[src/rtl/rf_ctx_if.sv]
// rf_ctx_if: decode/datapath-side bus of the rf_ctx register file
interface rf_ctx_if #(
  parameter int DW = 8,
  parameter int AW = 5
);
  logic          we;
  logic [AW-1:0] ptr_w;
  logic [DW-1:0] di;
  logic [AW-1:0] ptr_a;
  logic [DW-1:0] ptr_b;
  logic          const_flag;
  logic          r_overflow;
  logic          snap_req;
  logic          rest_req;
  logic [DW-1:0] do_a;
  logic [DW-1:0] do_b;
  logic [DW-1:0] store_value;
  logic          busy;
  logic          done;
  modport master (
    output we, ptr_w, di, ptr_a, ptr_b, const_flag, r_overflow, snap_req, rest_req,
    input  do_a, do_b, store_value, busy, done
  );
  modport slave (
    input  we, ptr_w, di, ptr_a, ptr_b, const_flag, r_overflow, snap_req, rest_req,
    output do_a, do_b, store_value, busy, done
  );
endinterface

[src/rtl/rf_ctx.sv]
// rf_ctx: register file with zero reg, overflow flag reg and sequenced shadow snapshot/restore; RF_CTX_BYPASS_EN adds write-to-read bypass
module rf_ctx #(
  parameter int DW       = 8,
  parameter int NREG     = 9,
  parameter int AW       = 5,
  parameter int FLAG_IDX = 8
) (
  input  logic       clk,
  input  logic       rst_n,
  rf_ctx_if.slave    bus
);
  typedef enum logic [1:0] {IDLE, SNAP, REST} st_t;
  st_t           st_q, st_d;
  logic [AW-1:0] idx_q, idx_d;
  logic          done_q, done_d;
  logic [DW-1:0] live_q [NREG];
  logic [DW-1:0] live_d [NREG];
  logic [DW-1:0] shadow_q [NREG];
  logic [DW-1:0] shadow_d [NREG];
  logic          wr_ok;
  logic          last;
  logic [AW-1:0] pb;
  logic [DW-1:0] ra, rb, rs;
  assign pb    = bus.ptr_b[AW-1:0];
  assign wr_ok = bus.we && st_q != REST && bus.ptr_w != '0 && int'(bus.ptr_w) < NREG;
  assign last  = idx_q == AW'(NREG - 1);
  always_comb begin
    st_d   = st_q;
    idx_d  = idx_q;
    done_d = 1'b0;
    if (st_q == IDLE) begin
      st_d  = bus.snap_req ? SNAP : bus.rest_req ? REST : IDLE;
      idx_d = AW'(1);
    end else if (last) begin
      st_d   = IDLE;
      done_d = 1'b1;
    end else begin
      idx_d = idx_q + AW'(1);
    end
  end
  // later assignments win: flag sampling < normal write < restore copy
  always_comb begin
    for (int i = 0; i < NREG; i++) begin
      live_d[i]   = live_q[i];
      shadow_d[i] = shadow_q[i];
      if (i == FLAG_IDX) live_d[i] = {{(DW-1){1'b0}}, bus.r_overflow};
      if (wr_ok && int'(bus.ptr_w) == i) live_d[i] = bus.di;
      if (st_q == REST && int'(idx_q) == i) live_d[i] = shadow_q[i];
      if (st_q == SNAP && int'(idx_q) == i) shadow_d[i] = live_q[i];
    end
  end
  always_comb begin
    ra = '0;
    rb = '0;
    rs = '0;
    for (int i = 1; i < NREG; i++) begin
      if (int'(bus.ptr_a) == i) ra = live_q[i];
      if (int'(pb) == i) rb = live_q[i];
      if (int'(bus.ptr_w) == i) rs = live_q[i];
    end
`ifdef RF_CTX_BYPASS_EN
    ra = (wr_ok && bus.ptr_a == bus.ptr_w) ? bus.di : ra;
    rb = (wr_ok && pb == bus.ptr_w) ? bus.di : rb;
    rs = wr_ok ? bus.di : rs;
`endif
  end
  assign bus.do_a        = ra;
  assign bus.do_b        = bus.const_flag ? bus.ptr_b : rb;
  assign bus.store_value = rs;
  assign bus.busy        = st_q != IDLE;
  assign bus.done        = done_q;
  always_ff @(posedge clk) begin
    if (!rst_n) begin
      st_q   <= IDLE;
      idx_q  <= '0;
      done_q <= 1'b0;
      for (int i = 0; i < NREG; i++) begin
        live_q[i]   <= '0;
        shadow_q[i] <= '0;
      end
    end else begin
      st_q   <= st_d;
      idx_q  <= idx_d;
      done_q <= done_d;
      for (int i = 0; i < NREG; i++) begin
        live_q[i]   <= live_d[i];
        shadow_q[i] <= shadow_d[i];
      end
    end
  end
endmodule

[src/flat_wrapper.sv]
// flat-port wrapper written by rule: the top's interface ports become plain ports
module rf_ctx_flat 
#(
  parameter int DW       = 8,
  parameter int NREG     = 9,
  parameter int AW       = 5,
  parameter int FLAG_IDX = 8
)
  (clk, rst_n, bus_we, bus_ptr_w, bus_di, bus_ptr_a, bus_ptr_b, bus_const_flag, bus_r_overflow, bus_snap_req, bus_rest_req, bus_do_a, bus_do_b, bus_store_value, bus_busy, bus_done);
  rf_ctx_if #(.DW(DW), .AW(AW)) bus_i ();
  input  logic clk;
  input  logic rst_n;
  input wire logic [$bits(bus_i.we)-1:0] bus_we;
  input wire logic [$bits(bus_i.ptr_w)-1:0] bus_ptr_w;
  input wire logic [$bits(bus_i.di)-1:0] bus_di;
  input wire logic [$bits(bus_i.ptr_a)-1:0] bus_ptr_a;
  input wire logic [$bits(bus_i.ptr_b)-1:0] bus_ptr_b;
  input wire logic [$bits(bus_i.const_flag)-1:0] bus_const_flag;
  input wire logic [$bits(bus_i.r_overflow)-1:0] bus_r_overflow;
  input wire logic [$bits(bus_i.snap_req)-1:0] bus_snap_req;
  input wire logic [$bits(bus_i.rest_req)-1:0] bus_rest_req;
  output wire logic [$bits(bus_i.do_a)-1:0] bus_do_a;
  output wire logic [$bits(bus_i.do_b)-1:0] bus_do_b;
  output wire logic [$bits(bus_i.store_value)-1:0] bus_store_value;
  output wire logic [$bits(bus_i.busy)-1:0] bus_busy;
  output wire logic [$bits(bus_i.done)-1:0] bus_done;
  assign bus_i.we = bus_we;
  assign bus_i.ptr_w = bus_ptr_w;
  assign bus_i.di = bus_di;
  assign bus_i.ptr_a = bus_ptr_a;
  assign bus_i.ptr_b = bus_ptr_b;
  assign bus_i.const_flag = bus_const_flag;
  assign bus_i.r_overflow = bus_r_overflow;
  assign bus_i.snap_req = bus_snap_req;
  assign bus_i.rest_req = bus_rest_req;
  assign bus_do_a = bus_i.do_a;
  assign bus_do_b = bus_i.do_b;
  assign bus_store_value = bus_i.store_value;
  assign bus_busy = bus_i.busy;
  assign bus_done = bus_i.done;
  rf_ctx #(.DW(DW), .NREG(NREG), .AW(AW), .FLAG_IDX(FLAG_IDX)) u_core (.clk(clk), .rst_n(rst_n), .bus(bus_i));
endmodule
[config.mk]
export PLATFORM = sky130hd
export DESIGN_NAME = rf_ctx_flat
export DESIGN_NICKNAME = d
export VERILOG_FILES = /design/src/rtl/rf_ctx_if.sv /design/src/rtl/rf_ctx.sv /design/src/flat_wrapper.sv
export SDC_FILE = /design/constraint.sdc
export NUM_CORES = 1
export LEC_CHECK = 0
export ABC_AREA = 1
export BUFFER_PORTS_ARGS = -buffer_cell sky130_fd_sc_hd__buf_4
export CORE_ASPECT_RATIO = 0.5
export CORE_MARGIN = 10
export CORE_UTILIZATION = 45
export DETAILED_ROUTE_END_ITERATION = 7
export PLACE_DENSITY = 0.62
export SLEW_MARGIN = 40
export SYNTH_ARGS = -nofsm -noshare
export SYNTH_HDL_FRONTEND = slang
export SYNTH_SLANG_ARGS = --single-unit
[constraint.sdc]
create_clock -name clk -period 4.8 [get_ports clk]
set_input_delay 0.24 -clock clk [delete_from_list [all_inputs] [get_ports clk]]
set_output_delay 0.24 -clock clk [all_outputs]
set_load 0.005 [all_outputs]
== Yosys cells after proc, flatten, opt, wreduce, memory -nomap -nowiden ==
Memory sizes are Yosys's and may differ from the RTL's.
Cells that the tools add are included.

* Register bits after elaboration: 8
* Latch bits: 0
* Memory bits (writable): 144
* Bits in read-only memories: 0
* Input port bits: 33
* Output and inout port bits: 26
* Logic and storage cells: 180
* Memories: 2

* Add/sub/neg operators: 1
* Multiply operators: 0
* Divide/modulo/power cells: 0
* Order comparisons: 1
* Eq/ne operators: 37
* Shifts and indexed selects: 0
* Muxes and demuxes: 79
* Bitwise operators: 19
* Reductions and logical operators: 37

{| class="wikitable"
|+ Memory list
! name !! words !! width !! read ports !! clocked after Yosys merged registers in !! write ports !! line !! text
|-
| u_core.live_q || 9 || 8 || 9 || 0 || 9 || rf_ctx.sv:16 || <nowiki>logic [DW-1:0] live_q [NREG];</nowiki>
|-
| u_core.shadow_q || 9 || 8 || 9 || 0 || 9 || rf_ctx.sv:18 || <nowiki>logic [DW-1:0] shadow_q [NREG];</nowiki>
|}

{| class="wikitable"
|+ Operators with widths
! cell !! count
|-
| 8-bit two-way mux || 70
|-
| 5-bit by 4-bit equality test with 1-bit output, second input constant || 17
|-
| 5-bit by 3-bit equality test with 1-bit output, second input constant || 8
|-
| 1-bit logical AND || 30
|-
| 5-bit by 2-bit equality test with 1-bit output, second input constant || 4
|-
| 5-bit equality test, second input constant || 4
|-
| 1-bit bitwise OR || 18
|-
| 5-bit zero test || 2
|-
| 2-bit two-way mux || 4
|-
| 5-bit by 1-bit adder with 5-bit output, second input constant || 1
|-
| 5-bit by 4-bit < comparator with 1-bit output, second input constant || 1
|-
| 1-bit two-way mux || 5
|-
| 5-bit nonzero test || 1
|-
| 2-bit != test, second input constant || 2
|-
| 2-bit nonzero test || 2
|-
| 2-bit by 1-bit equality test with 1-bit output, second input constant || 1
|-
| 2-bit equality test, second input constant || 1
|-
| 2-bit zero test || 1
|-
| 2-bit OR reduction || 1
|-
| 1-bit NOT || 1
|}

== Longest topological paths before layout ==
* Depth after elaboration: 10
* Mapped depth: 10
* Gate-level depth less buffers: 10

== Worst setup path before layout ==
Ideal clock, no wire load.

* Path kind: flip-flop to flip-flop
* Start: register u_core.idx_q[1]
* End: memory u_core.live_q[1][5], in the netlist u_core.live_q[0][13]
* Setup time: 0.116 ns
* Arrival time: 1.464 ns
* Required time: 4.684 ns
* Path slack: 3.220 ns
* Cell stages (with the launch flop): 11
* Path buffers: 1
* Clock period less this slack: 1.580 ns
* Cells stage by stage: dfxtp_1 > inv_1 > ha_1 > inv_1 > nor3_1 > nand2_1 > clkbuf_1 > nand2_1 > o21ai_0 > nor2_1 > nor2_1

{| class="wikitable"
|+ RTL lines
! what !! line !! text
|-
| from (decl) || rf_ctx.sv:14 || <nowiki>logic [AW-1:0] idx_q, idx_d;</nowiki>
|-
| from (signal assigned) || rf_ctx.sv:83 || <nowiki>idx_q <= idx_d;</nowiki>
|-
| to (decl) || rf_ctx.sv:16 ||
|}

==> flow_summary.toml <==
[run_status]
status = "finished clean"

[yosys]
synth_edf_count = 0
synth_cell_types = 32
avgSynthCellArea_um2 = 6.18
synthTopCellsByArea = "dfxtp_1 36%, nand2_1 15%, o21ai_0 9.8%"
async_reset_ff_frac = 0
syn-cell-area_um2 = 7480
yosysTopAreaCell = "dfxtp_1"
ys_ff_latch = 136
synth_top_area_frac = 0.364
syn-instance-count = 1211
syn_nets = 1248
synth-seq-area-share = 0.364
yosysWarnings = 0
ys.flop_type = "dfxtp_1"

[worst_setup_path]
crit_type = "reg -> reg"
cp.required_ns = 5.12
cp.arrival_ns = 2.93
cp-end-kind = "flop"
startpoint_type = "flop"
path_max_fanout = 18

[die]
num_rows = 33
die_h_um = 111
dieWidth_um = 202
start_util = 0.458
die_area_um2 = 22500
core-area_um2 = 16400
ioPinCount = 59

[pwr]
peakVddDrop_mv = 0.249
cellPowerDensity_nw_per_um2 = 328
cellLeakagePower_nw = 3.74
power.total_mw = 2.84

[timing]
timing.final.crit_period_ns = 2.61
period_share = 0.544
fmax_ghz = 0.383
hold_viol = 0
clock_skew_ns = 0.00699
final.setup.tns_ns = 0
slew_headroom = 0.444
drv_slew = 0
rsz0062_at_grt = "no"
worst_pin_slew_ns = 0.828
setup_viol = 0

[grt]
grt_pass1_vias = 7474
grt_pass1_wl_um = 43000
grt_max_degree = 115
grt-ovfl-total = 0
met2_usage = 0.342
top_usage_layer = "met1"
grt_antenna_before_repair = 0
grtUsageMet1 = 0.358
grt_use_met3 = 0.0528
grt_util_all_layers = 0.243

[clocking]
htreeDepth = 4
ctsResizeCount = 0
cts_made_buffers = 17
cts_tree = "built"
cts-root-buf = "clkbuf_16"
cts_num_sinks = 136
ctsHoldBuffers = 0
clk_pin_slew_ns = 0.06
post-cts-setup-buffer-count = 0
cts_buffer_depth = 2
clock_latency_ns = 0.43

[drt]
viasPerCell = 5.52
wl_um = 27300
ant_nets = 0
vias = 8168
drt_iter0_markers = 1081
drtPass1Iterations = 5
route.detailed.drc = 0
detail_route.wl_per_cell_um = 18.5

[placed_design]
hpwlAfterDp_um = 19500
place_congestion = 0.965
port-buffer-count = 58

[min_path]
hp-class = "in -> reg"

[finish]
mostFrequentLayoutCell = "nand2_1"
antennaDiodeCount = 0
mostFrequentLayoutCells = "306 x nand2_1, 193 x nor2_1, 147 x o21ai_0"
syn2layout_area_growth_pct = 15.7
nNetsFinal = 1277
drive_gt1_frac = 0.0910

[job]
drv_cap = 0
metal layers:
metal,part of all wire,vias up
met3,0.091,33
li1,-,3966
met1,0.48,3830
met5,0,-
met4,0.014,0
met2,0.41,339
kinds of logic (layout without fill, tap and decap cells):
group                    count (synthesis)  count (layout)  share of synthesized area
AO/OA/AOI/OAI                          249             249                      0.177
XOR/XNOR                                 1               1                    0.00117
adder cells (fa/ha/maj)                  4               4                    0.00669
buffers and inverters                  187             229                     0.0975
flip-flops                             136             136                      0.364
AND/OR/NAND/NOR                        634             634                      0.354
report_power, final:
group          internal [mW]  switching [mW]  total (mW)
clock                  0.927           0.539        1.47
combinational         0.0672           0.145       0.213
sequential              1.14          0.0169        1.16
critical path, cell delays in order (launching register included):
cell and delay, ns:
dfxtp_1 0.35, inv_1 0.11, ha_1 0.15, inv_1 0.05
nor3_1 0.67, nand2_1 0.58, a21boi_2 0.39, nor2_1 0.14
nor2_1 0.06
cell usage after synthesis, types with 4 or more instances:
| master | instances |
|---|---|
| dfxtp_1 | 136 |
| a21oi_1 | 78 |
| nand2_4 | 4 |
| o21ai_0 | 147 |
| nor3_1 | 17 |
| clkbuf_1 | 35 |
| o211ai_1 | 10 |
| a21boi_2 | 7 |
| nor2_1 | 194 |
| nand4_1 | 30 |
| nand3_1 | 68 |
| o22ai_1 | 5 |
| inv_1 | 138 |
| nor2_2 | 5 |
| ha_1 | 4 |
| clkbuf_2 | 8 |
| nand2_1 | 306 |
final timing paths:
check | start | end | slack (ns) | cells past startpoint
hold reg to reg | u_core.shadow_q[0][10] | u_core.shadow_q[0][10] | 0.45 | 2
hold / removal | bus_rest_req | u_core.st_q[1] | 0.07 | 3
setup reg to reg | u_core.idx_q[1] | u_core.live_q[0][11] | 2.19 | 8
setup / recovery | u_core.idx_q[1] | u_core.live_q[0][11] | 2.19 | 8
through the flow:
| stage | worst slack [ns] | cell area [um^2] | utilization | hold slack (ns) | std cells |
|---|---|---|---|---|---|
| 2_1_floorplan | 3.22 | 7480 | - | 0.387 | 1211 |
| 3_3_place_gp | 2.32 | 8000 | 0.489 | 0.434 | 1448 |
| 3_5_place_dp | 2.36 | 8010 | 0.490 | 0.440 | 1448 |
| 4_1_cts | 2.31 | 8660 | 0.529 | 0.0681 | 1480 |
| 5_1_grt | 1.98 | 8660 | 0.529 | 0.0756 | 1480 |
| 6_report | 2.19 | 8660 | 0.529 | 0.0728 | 1480 |
state kept, by name (all words and copies together), names as in the netlist:
name             count
u_core.bus.done      1
u_core.live_q       64
u_core.idx_q         5
u_core.shadow_q     64
u_core.st_q          2
area by class of cell:
class | instances | area [um^2]
fillers | 1695 | 7690
multi-input cells | 888 | 4040
flip-flops and latches | 136 | 2720
inverters | 139 | 522
clock buffers | 22 | 484
repair buffers | 58 | 439
well taps | 227 | 284
clock inverters | 10 | 165
Power figures use the tool's default switching activity.
